$ cat config.mk
export PLATFORM = sky130hd
export DESIGN_NAME = linecard_fifo_scheduler
export DESIGN_NICKNAME = d
export VERILOG_FILES = /design/src/rtl/linecard_fifo_scheduler_pkg.sv /design/src/rtl/linecard_fifo_scheduler_round_robin_picker.sv /design/src/rtl/linecard_fifo_scheduler.sv
export SDC_FILE = /design/constraint.sdc
export NUM_CORES = 1
export LEC_CHECK = 0
export CAP_MARGIN = 20
export CORE_AREA = 2 2 276 278
export DETAILED_ROUTE_END_ITERATION = 10
export DIE_AREA = 0 0 278 280
export SLEW_MARGIN = 20
export SYNTH_ARGS = -nofsm -noshare
export SYNTH_HDL_FRONTEND = slang
export SYNTH_SLANG_ARGS = --single-unit
$ cat constraint.sdc
create_clock -name clk -period 18.9 [get_ports clk]
set_input_delay 3.78 -clock clk [delete_from_list [all_inputs] [get_ports clk]]
set_output_delay 3.78 -clock clk [all_outputs]
set_load 0.05 [all_outputs]
$ cat src/rtl/linecard_fifo_scheduler_pkg.sv
// Shared line-card definitions: port count, FIFO pointer types and the
// scheduler state encoding.
package LineCardPkg;

    localparam int LINECARD_PORTS = 24;
    localparam int FIFO_PTR_BITS  = 13;
    // A FIFO holds 4096 words; any larger occupancy means broken pointers.
    localparam int FIFO_DEPTH     = 4096;

    typedef logic [FIFO_PTR_BITS-1:0] fifo_ptr_t;
    typedef logic [4:0]               port_idx_t;

    typedef enum logic [1:0] {
        IDLE,
        OFFER,
        BUSY,
        HOLDOFF
    } sched_state_t;

endpackage

$ cat src/rtl/linecard_fifo_scheduler_round_robin_picker.sv
// Combinational round-robin picker: the first requester after last_grant,
// wrapping from NUM_REQ-1 back to 0. Shared with the egress schedulers.
module round_robin_picker #(
    parameter int NUM_REQ = 24,
    parameter int IDX_W   = 5
) (
    input  logic [NUM_REQ-1:0] req,
    input  logic [IDX_W-1:0]   last_grant,
    output logic [IDX_W-1:0]   winner,
    output logic               found
);

    logic [IDX_W-1:0] upper_idx;
    logic             upper_found;
    logic [IDX_W-1:0] lower_idx;
    logic             lower_found;

    // Lowest requester above last_grant wins; otherwise the lowest overall.
    always_comb begin
        upper_idx   = '0;
        upper_found = 1'b0;
        lower_idx   = '0;
        lower_found = 1'b0;
        for (int i = NUM_REQ - 1; i >= 0; i--) begin
            if (req[i]) begin
                lower_idx   = IDX_W'(i);
                lower_found = 1'b1;
                if (i > int'(last_grant)) begin
                    upper_idx   = IDX_W'(i);
                    upper_found = 1'b1;
                end
            end
        end
        winner = upper_found ? upper_idx : lower_idx;
        found  = lower_found;
    end

endmodule

$ cat src/rtl/linecard_fifo_scheduler.sv
// Line-card FIFO scheduler: grants the shared URAM read port to one ingress
// FIFO per frame, round-robin, with safe retraction on per-port resets.
module linecard_fifo_scheduler
    import LineCardPkg::*;
#(
    parameter int NUM_PORTS      = LINECARD_PORTS,
    parameter int PTR_BITS       = FIFO_PTR_BITS,
    parameter int HOLDOFF_CYCLES = 2
) (
    input  logic                 clk,
    input  logic                 areset,
    input  logic [PTR_BITS-1:0]  wr_ptr_committed [NUM_PORTS],
    input  logic [PTR_BITS-1:0]  rd_ptr           [NUM_PORTS],
    input  logic [NUM_PORTS-1:0] rd_ptr_reset,
    output logic                 grant_valid,
    output port_idx_t            grant_port,
    output logic [PTR_BITS-1:0]  grant_words,
    input  logic                 grant_ready,
    input  logic                 frame_done,
    output logic                 frame_abort,
    output logic [NUM_PORTS-1:0] port_pending,
    output logic                 err_overflow,
    output port_idx_t            err_port
);

    localparam int CNT_W = (HOLDOFF_CYCLES > 0) ? $clog2(HOLDOFF_CYCLES + 1) : 1;
    localparam logic [CNT_W-1:0] HOLD_LAST =
        CNT_W'((HOLDOFF_CYCLES > 0) ? HOLDOFF_CYCLES - 1 : 0);
    localparam logic [PTR_BITS-1:0] OVF_LIMIT = PTR_BITS'(FIFO_DEPTH);

    logic [PTR_BITS-1:0]  occ_next [NUM_PORTS];
    logic [PTR_BITS-1:0]  occ_reg  [NUM_PORTS];
    logic [NUM_PORTS-1:0] pending_reg;

    sched_state_t         state_reg, state_next;
    port_idx_t            grant_port_reg, last_grant_reg, pick_winner, ovf_idx;
    logic [PTR_BITS-1:0]  grant_words_reg;
    logic [CNT_W-1:0]     hold_cnt_reg;
    logic                 frame_abort_reg, err_overflow_reg, pick_found, ovf_any;
    port_idx_t            err_port_reg;
    logic                 granted_reset;

    // Modulo subtraction handles the wrap bit for free.
    generate
        for (genvar gi = 0; gi < NUM_PORTS; gi++) begin : g_occ
            assign occ_next[gi] = wr_ptr_committed[gi] - rd_ptr[gi];
        end
    endgenerate

    // Occupancy and request mask registered once per cycle.
    always_ff @(posedge clk or posedge areset) begin
        if (areset) begin
            for (int i = 0; i < NUM_PORTS; i++) occ_reg[i] <= '0;
            pending_reg <= '0;
        end else begin
            for (int i = 0; i < NUM_PORTS; i++) begin
                occ_reg[i]     <= occ_next[i];
                pending_reg[i] <= (occ_next[i] != '0) && !rd_ptr_reset[i];
            end
        end
    end

    // Lowest port whose occupancy exceeds the FIFO depth.
    always_comb begin
        ovf_any = 1'b0;
        ovf_idx = '0;
        for (int i = NUM_PORTS - 1; i >= 0; i--) begin
            if (occ_reg[i] > OVF_LIMIT) begin
                ovf_any = 1'b1;
                ovf_idx = port_idx_t'(i);
            end
        end
    end

    // Sticky overflow flag; the first offending port is kept.
    always_ff @(posedge clk or posedge areset) begin
        if (areset) begin
            err_overflow_reg <= 1'b0;
            err_port_reg     <= '0;
        end else if (!err_overflow_reg && ovf_any) begin
            err_overflow_reg <= 1'b1;
            err_port_reg     <= ovf_idx;
        end
    end

    round_robin_picker #(
        .NUM_REQ (NUM_PORTS),
        .IDX_W   (5)
    ) u_picker (
        .req        (pending_reg),
        .last_grant (last_grant_reg),
        .winner     (pick_winner),
        .found      (pick_found)
    );

    assign granted_reset = rd_ptr_reset[grant_port_reg];

    // State register.
    always_ff @(posedge clk or posedge areset) begin
        if (areset) state_reg <= IDLE;
        else        state_reg <= state_next;
    end

    // Next-state logic; a reset of the granted port beats ready and frame_done.
    always_comb begin
        state_next = state_reg;
        case (state_reg)
            IDLE:    if (pick_found) state_next = OFFER;
            OFFER: begin
                if (granted_reset)    state_next = IDLE;
                else if (grant_ready) state_next = BUSY;
            end
            BUSY: begin
                if (granted_reset || frame_done)
                    state_next = (HOLDOFF_CYCLES == 0) ? IDLE : HOLDOFF;
            end
            HOLDOFF: if (hold_cnt_reg == HOLD_LAST) state_next = IDLE;
            default: state_next = IDLE;
        endcase
    end

    // Grant snapshot, round-robin pointer, holdoff counter and abort strobe.
    always_ff @(posedge clk or posedge areset) begin
        if (areset) begin
            grant_port_reg  <= '0;
            grant_words_reg <= '0;
            last_grant_reg  <= port_idx_t'(NUM_PORTS - 1);
            hold_cnt_reg    <= '0;
            frame_abort_reg <= 1'b0;
        end else begin
            frame_abort_reg <= (state_reg == BUSY) && granted_reset;
            if (state_reg == IDLE && pick_found) begin
                grant_port_reg  <= pick_winner;
                grant_words_reg <= occ_reg[pick_winner];
                last_grant_reg  <= pick_winner;
            end
            if (state_reg == HOLDOFF) hold_cnt_reg <= hold_cnt_reg + 1'b1;
            else                      hold_cnt_reg <= '0;
        end
    end

    // Outputs.
    always_comb begin
        grant_valid  = (state_reg == OFFER);
        grant_port   = grant_port_reg;
        grant_words  = grant_words_reg;
        frame_abort  = frame_abort_reg;
        port_pending = pending_reg;
        err_overflow = err_overflow_reg;
        err_port     = err_port_reg;
    end

endmodule
=== After elaboration in Yosys (flattened, before gate mapping) ===
Index checks and enable logic that the tools add are counted.

* Logic and storage cells: 396
* Bits of input ports: 652
* Flip-flop bits (word level): 370
* Output and inout port bits: 50

* Bitwise logic cells: 1
* Magnitude comparators: 49
* Reduce and logical (&&, ||, !) cells: 79
* Equality and inequality tests: 8
* Add/subtract/negate cells: 25
* Mux-type cells: 201

{| class="wikitable"
|+ Operators by type and width
! cell !! number
|-
| 5-bit 2-to-1 mux || 95
|-
| 13-bit > comparator (second input constant) || 24
|-
| 13-bit nonzero test || 24
|-
| 13-bit subtractor || 24
|-
| 1-bit 2-to-1 mux || 95
|-
| 13-bit binary-select mux with 5-bit select || 1
|-
| 4-bit by 5-bit > comparator with 1-bit output (first input constant) || 8
|-
| 5-bit > comparator (first input constant) || 8
|-
| 1-bit logical AND || 27
|-
| 13-bit 2-to-1 mux || 2
|-
| 1-bit logical NOT || 25
|-
| 3-bit by 5-bit > comparator with 1-bit output (first input constant) || 4
|-
| 2-bit 2-to-1 mux || 6
|-
| 2-bit by 5-bit > comparator with 1-bit output (first input constant) || 2
|-
| 2-bit one-hot mux with 4 select lines || 1
|-
| 6-bit >= comparator (second input constant) || 1
|-
| 5-bit by 6-bit < comparator with 1-bit output (second input constant) || 1
|-
| 2-bit != test (second input constant) || 3
|-
| 5-bit inverter with 6-bit output || 1
|-
| 1-bit binary-select mux with 5-bit select || 1
|-
| 1-bit by 5-bit > comparator with 1-bit output (first input constant) || 1
|-
| 2-bit by 1-bit equality test with 1-bit output (second input constant) || 2
|-
| 2-bit equality test (second input constant) || 2
|-
| 4-bit AND reduction || 1
|-
| other kinds (4) || 4
|}

=== Longest topological paths before layout ===
* Depth after elaboration: 52
* Mapped depth: 15

=== By module ===
Synthesis repeated with hierarchy kept, for this count alone.

* Cells, all modules: 3240
* Area total of the unflattened synthesis: 29848.6 um2

{| class="wikitable"
|+ By module, submodules not included
! module !! times used !! cells each !! sequential area each (um2) !! area each (um2)
|-
| linecard_fifo_scheduler || 1 || 3078 || 9238.9 || 28847.7
|-
| round_robin_picker || 1 || 162 || 0.0 || 1001.0
|}

=== Least setup slack after synthesis ===
No wires, ideal clock.

* Kind: input-to-reg
* Start point: in rd_ptr[300] (netlist bit)
* End point: reg pending_reg[0] (netlist: port_pending[0])
* Path slack: 12.486 ns
* Library setup time: 0.129 ns
* Stages: 12
* Arrival: 6.285 ns
* Cells stage by stage: inv_1 ha_1 nor2b_1 o21ai_0 nand2b_1 a21o_1 a31o_2 and4_1 a2111oi_0 o21ai_0 xor2_1 o41a_1

{| class="wikitable"
|+ RTL lines
! element !! line !! text
|-
| from (decl) || linecard_fifo_scheduler.sv:13 || <nowiki>input logic [PTR_BITS-1:0] rd_ptr [NUM_PORTS],</nowiki>
|-
| to (signal, indexed assignment) || linecard_fifo_scheduler.sv:58 || <nowiki>pending_reg[i] <= (occ_next[i] != '0) && !rd_ptr_reset[i];</nowiki>
|-
| to (decl) || linecard_fifo_scheduler.sv:33 || <nowiki>logic [NUM_PORTS-1:0] pending_reg;</nowiki>
|}

==> flow_metrics.tcl <==
set metrics [dict create \
    combPwrFrac_pct 46.5 \
    drcViolationCount 0 \
    cts_tree "done" \
    wirelength_mm 105 \
    p_leak_uw 0.0173 \
    setup_viol 0 \
    initialDrtViolationCount 1319 \
    fmax_mhz 149 \
    critical_path.max_fanout 2 \
    path_delay_family "compound AO/OA/AOI/OAI gates" \
    drtPass1Iterations 5 \
    core_um2 75200 \
    outcome "complete, no violations" \
    cp_cell_sequence "clkdlybuf4s50_1, inv_1, ha_1, nor2b_1, o21ai_0, nand2b_1, a21o_1, a31o_2, and4_1, a2111oi_0, o21ai_0, xor2_1, o41a_1" \
    yosysTopAreaCell "dfrtp_1" \
    drtAntennaViolNets 0 \
    arrival_ns 7.19 \
    start_util_pct 37.2 \
    fp.dieW_um 278 \
    clk_path_buf_depth 3 \
    yosysSeqAreaShare_pct 33.0 \
    powerDensity_nw_per_um2 97.1 \
    synth_area_um2 28000 \
    grt_pass1_vias 24900 \
    start_kind "input pin" \
    setup_tns_ns 0 \
    clockPowerShare_pct 22.3 \
    grt_pass1_wl_mm 154 \
    synth_fp_nets 4003 \
    largest_register_ffs 312 \
    via_per_inst 5.25 \
    setup.worst_path.end "port_pending[1]" \
    sw_frac_of_total_pct 42.2 \
    cts_setup_buffers 0 \
    async_flop_share_pct 100 \
    fin_skew_ns 0.0329 \
    ctsResizeCount 0 \
    rows 101 \
    worst_slew_pin_slew_ns 1.00 \
    grt_overflow 0 \
    critPathRequiredTime_ns 19.36 \
    timing.final.crit_period_ns 6.73 \
    io_pins 702 \
    switchingPower_uw 1530 \
    min_path_type "reg -> reg" \
    port_buffers 701 \
    hold_viol_final 0 \
    wire_per_inst_um 22.1 \
    hpwl_mm 89.0 \
    setup_slack_ns 12.17 \
    globalplace.congestion 0.961 \
    crit_type "in -> reg" \
    vias 24900 \
    rsz0062_at_grt "false" \
    netlist_instances 3038 \
    cp_num_buf_inv 2 \
    synthMostInstantiatedCell "inv_1" \
    die_y_um 280 \
    cts-buffers-inserted 41 \
    cp.depth 13 \
    r2r_cells 11 \
    fin_nets 4695 \
    min_period_over_period_pct 35.6 \
    intPower_uw 2090 \
    clkSinkCount 369 \
    ys.flop_type "dfrtp_1" \
    yosys_register_bits 369 \
    nFillCells 7166 \
    synthDistinctLibCells 92 \
    grt.total_usage_pct 26.2 \
    drv_cap 0 \
    vdd_ir_drop_max_mv 0.0554 \
    power_frac_seq_pct 31.2 \
    drive_gt1_share_pct 4.84 \
    slowest_stage "a2111oi_0" \
    grt_max_degree 150 \
    cts_hold_buf 0 \
    worstSetupEndpointType "register" \
    synth_commonest_cells "inv_1 (403), dfrtp_1 (365), ha_1 (289)" \
    clk_pin_slew_ns 0.06 \
    place_ws_ns 11.56 \
    syn_area_per_cell_um2 9.21 \
    htreeDepth 2 \
    min_path_cells 1 \
    critPathLaunch "rd_ptr[287]" \
    crit_top_cell "o21ai_0" \
    r2r_end "grant_words[6]" \
    synth_area_leaders "dfrtp_1 (33%), ha_1 (13%), xnor2_1 (5.7%)" \
    relSlewSlack_pct 33.2 \
    slew_viol_final 0 \
    root_buffer "clkbuf_16" \
    yosysTopAreaCellShare_pct 32.7 \
    fin_hold_ws_ns 0.433 \
    rrSetupSlack_ns 13.66 \
    synth_edf_count 0 \
    area_growth_pct 33.4 \
    yosys_warnings 0 \
    die_area_um2 77800 \
    grt_antenna_before_repair 7 \
    slowest_delay_ns 0.64 \
    r2r-start "grant_port[3]" \
    clock_latency_ns 0.59 \
]
[power by group through the flow]
stage | clock network, uW | registers (uW) | logic (uW)
3_3_place_gp | 0 | 1140 | 1680
6_report | 807 | 1130 | 1690
2_1_floorplan | 0 | 1120 | 1090
4_1_cts | 826 | 1130 | 1690
5_1_grt | 858 | 1150 | 1830
3_5_place_dp | 0 | 1140 | 1680
[how the worst min path moves through the flow]
stage | from | end | slack [ns]
after global placement | hold_cnt_reg[0] | hold_cnt_reg[0] | 0.42
after detailed placement | hold_cnt_reg[0] | hold_cnt_reg[0] | 0.43
after global routing | hold_cnt_reg[0] | hold_cnt_reg[0] | 0.46
after CTS | hold_cnt_reg[0] | hold_cnt_reg[0] | 0.43
final | hold_cnt_reg[0] | hold_cnt_reg[0] | 0.43
after floorplan | hold_cnt_reg[0] | hold_cnt_reg[0] | 0.41
[worst reg2reg max path: cells and delay by family (launching register included)]
family	cells	cell delay, ns
flip-flops	1	0.90
buffers and inverters	1	0.65
AO/OA/AOI/OAI	6	2.27
AND/OR/NAND/NOR	4	1.32
[through the flow]
step	area (um^2)	power, uW	util [%]	cells
2_1_floorplan	28000	2210	-	3038
3_3_place_gp	35900	2820	47.8	4664
3_5_place_dp	35900	2810	47.8	4664
4_1_cts	37300	3640	49.6	4737
5_1_grt	37300	3830	49.6	4740
6_report	37300	3620	49.6	4740
[placed cells by master, fill, tap and decap left out, types with 9 or more instances in the layout]
| master | synthesis | layout |
|---|---|---|
| a31o_2 | 42 | 42 |
| nand3_1 | 57 | 57 |
| a211oi_1 | 11 | 11 |
| nor2b_1 | 62 | 62 |
| nand2_1 | 273 | 273 |
| ha_1 | 289 | 289 |
| and3_1 | 57 | 57 |
| nor2_1 | 66 | 66 |
| xor2_1 | 106 | 106 |
| a311o_1 | 17 | 17 |
| o41a_1 | 23 | 23 |
| mux2_2 | 9 | 9 |
| o31ai_1 | 9 | 9 |
| a32oi_1 | 28 | 28 |
| and4_1 | 24 | 24 |
| a21o_1 | 135 | 135 |
| a31oi_1 | 42 | 42 |
| fa_1 | 24 | 24 |
| inv_1 | 403 | 402 |
| a41oi_1 | 10 | 10 |
| nand4bb_1 | 23 | 23 |
| clkbuf_16 | 0 | 42 |
| o21ai_0 | 146 | 146 |
| or4_1 | 32 | 32 |
| clkinv_2 | 0 | 9 |
| mux2i_1 | 39 | 39 |
| nand3b_1 | 10 | 10 |
| a2111oi_0 | 25 | 25 |
| nor3_1 | 34 | 33 |
| xnor2_1 | 182 | 182 |
| clkdlybuf4s50_1 | 0 | 701 |
| buf_4 | 17 | 13 |
| a21oi_1 | 169 | 169 |
| nand2b_1 | 60 | 60 |
| nor4_1 | 72 | 72 |
| dfrtp_1 | 365 | 365 |
[cell type report]
| type | count | area [um^2] | share of cell area [%] |
|---|---|---|---|
| diodes | 2 | 5.00 | 0.0134 |
| flip-flops and latches | 369 | 9240 | 24.8 |
| clock buffers | 54 | 1160 | 3.10 |
| multi-input cells | 2197 | 16800 | 45.1 |
| repair buffers | 716 | 7140 | 19.1 |
| clock inverters | 19 | 194 | 0.520 |
| well taps | 978 | 1220 | 3.28 |
| inverters | 405 | 1530 | 4.10 |
[logic make-up after synthesis]
family	synth area share (%)
adder cells (fa/ha/maj)	14.6
AO/OA/AOI/OAI	18.3
buffers and inverters	6.85
flip-flops	33.0
multiplexers	2.32
AND/OR/NAND/NOR	15.8
XOR/XNOR	9.02
[layer usage]
layer,vias up,GRT usage (%),part of all wire [%]
met3,157,4.87,5.5
met1,11800,32.7,42
met2,720,45.6,49
met5,-,0,0.054
li1,12100,-,-
met4,10,8.48,3.2
Note: power is estimated with default switching activity, not from simulation.
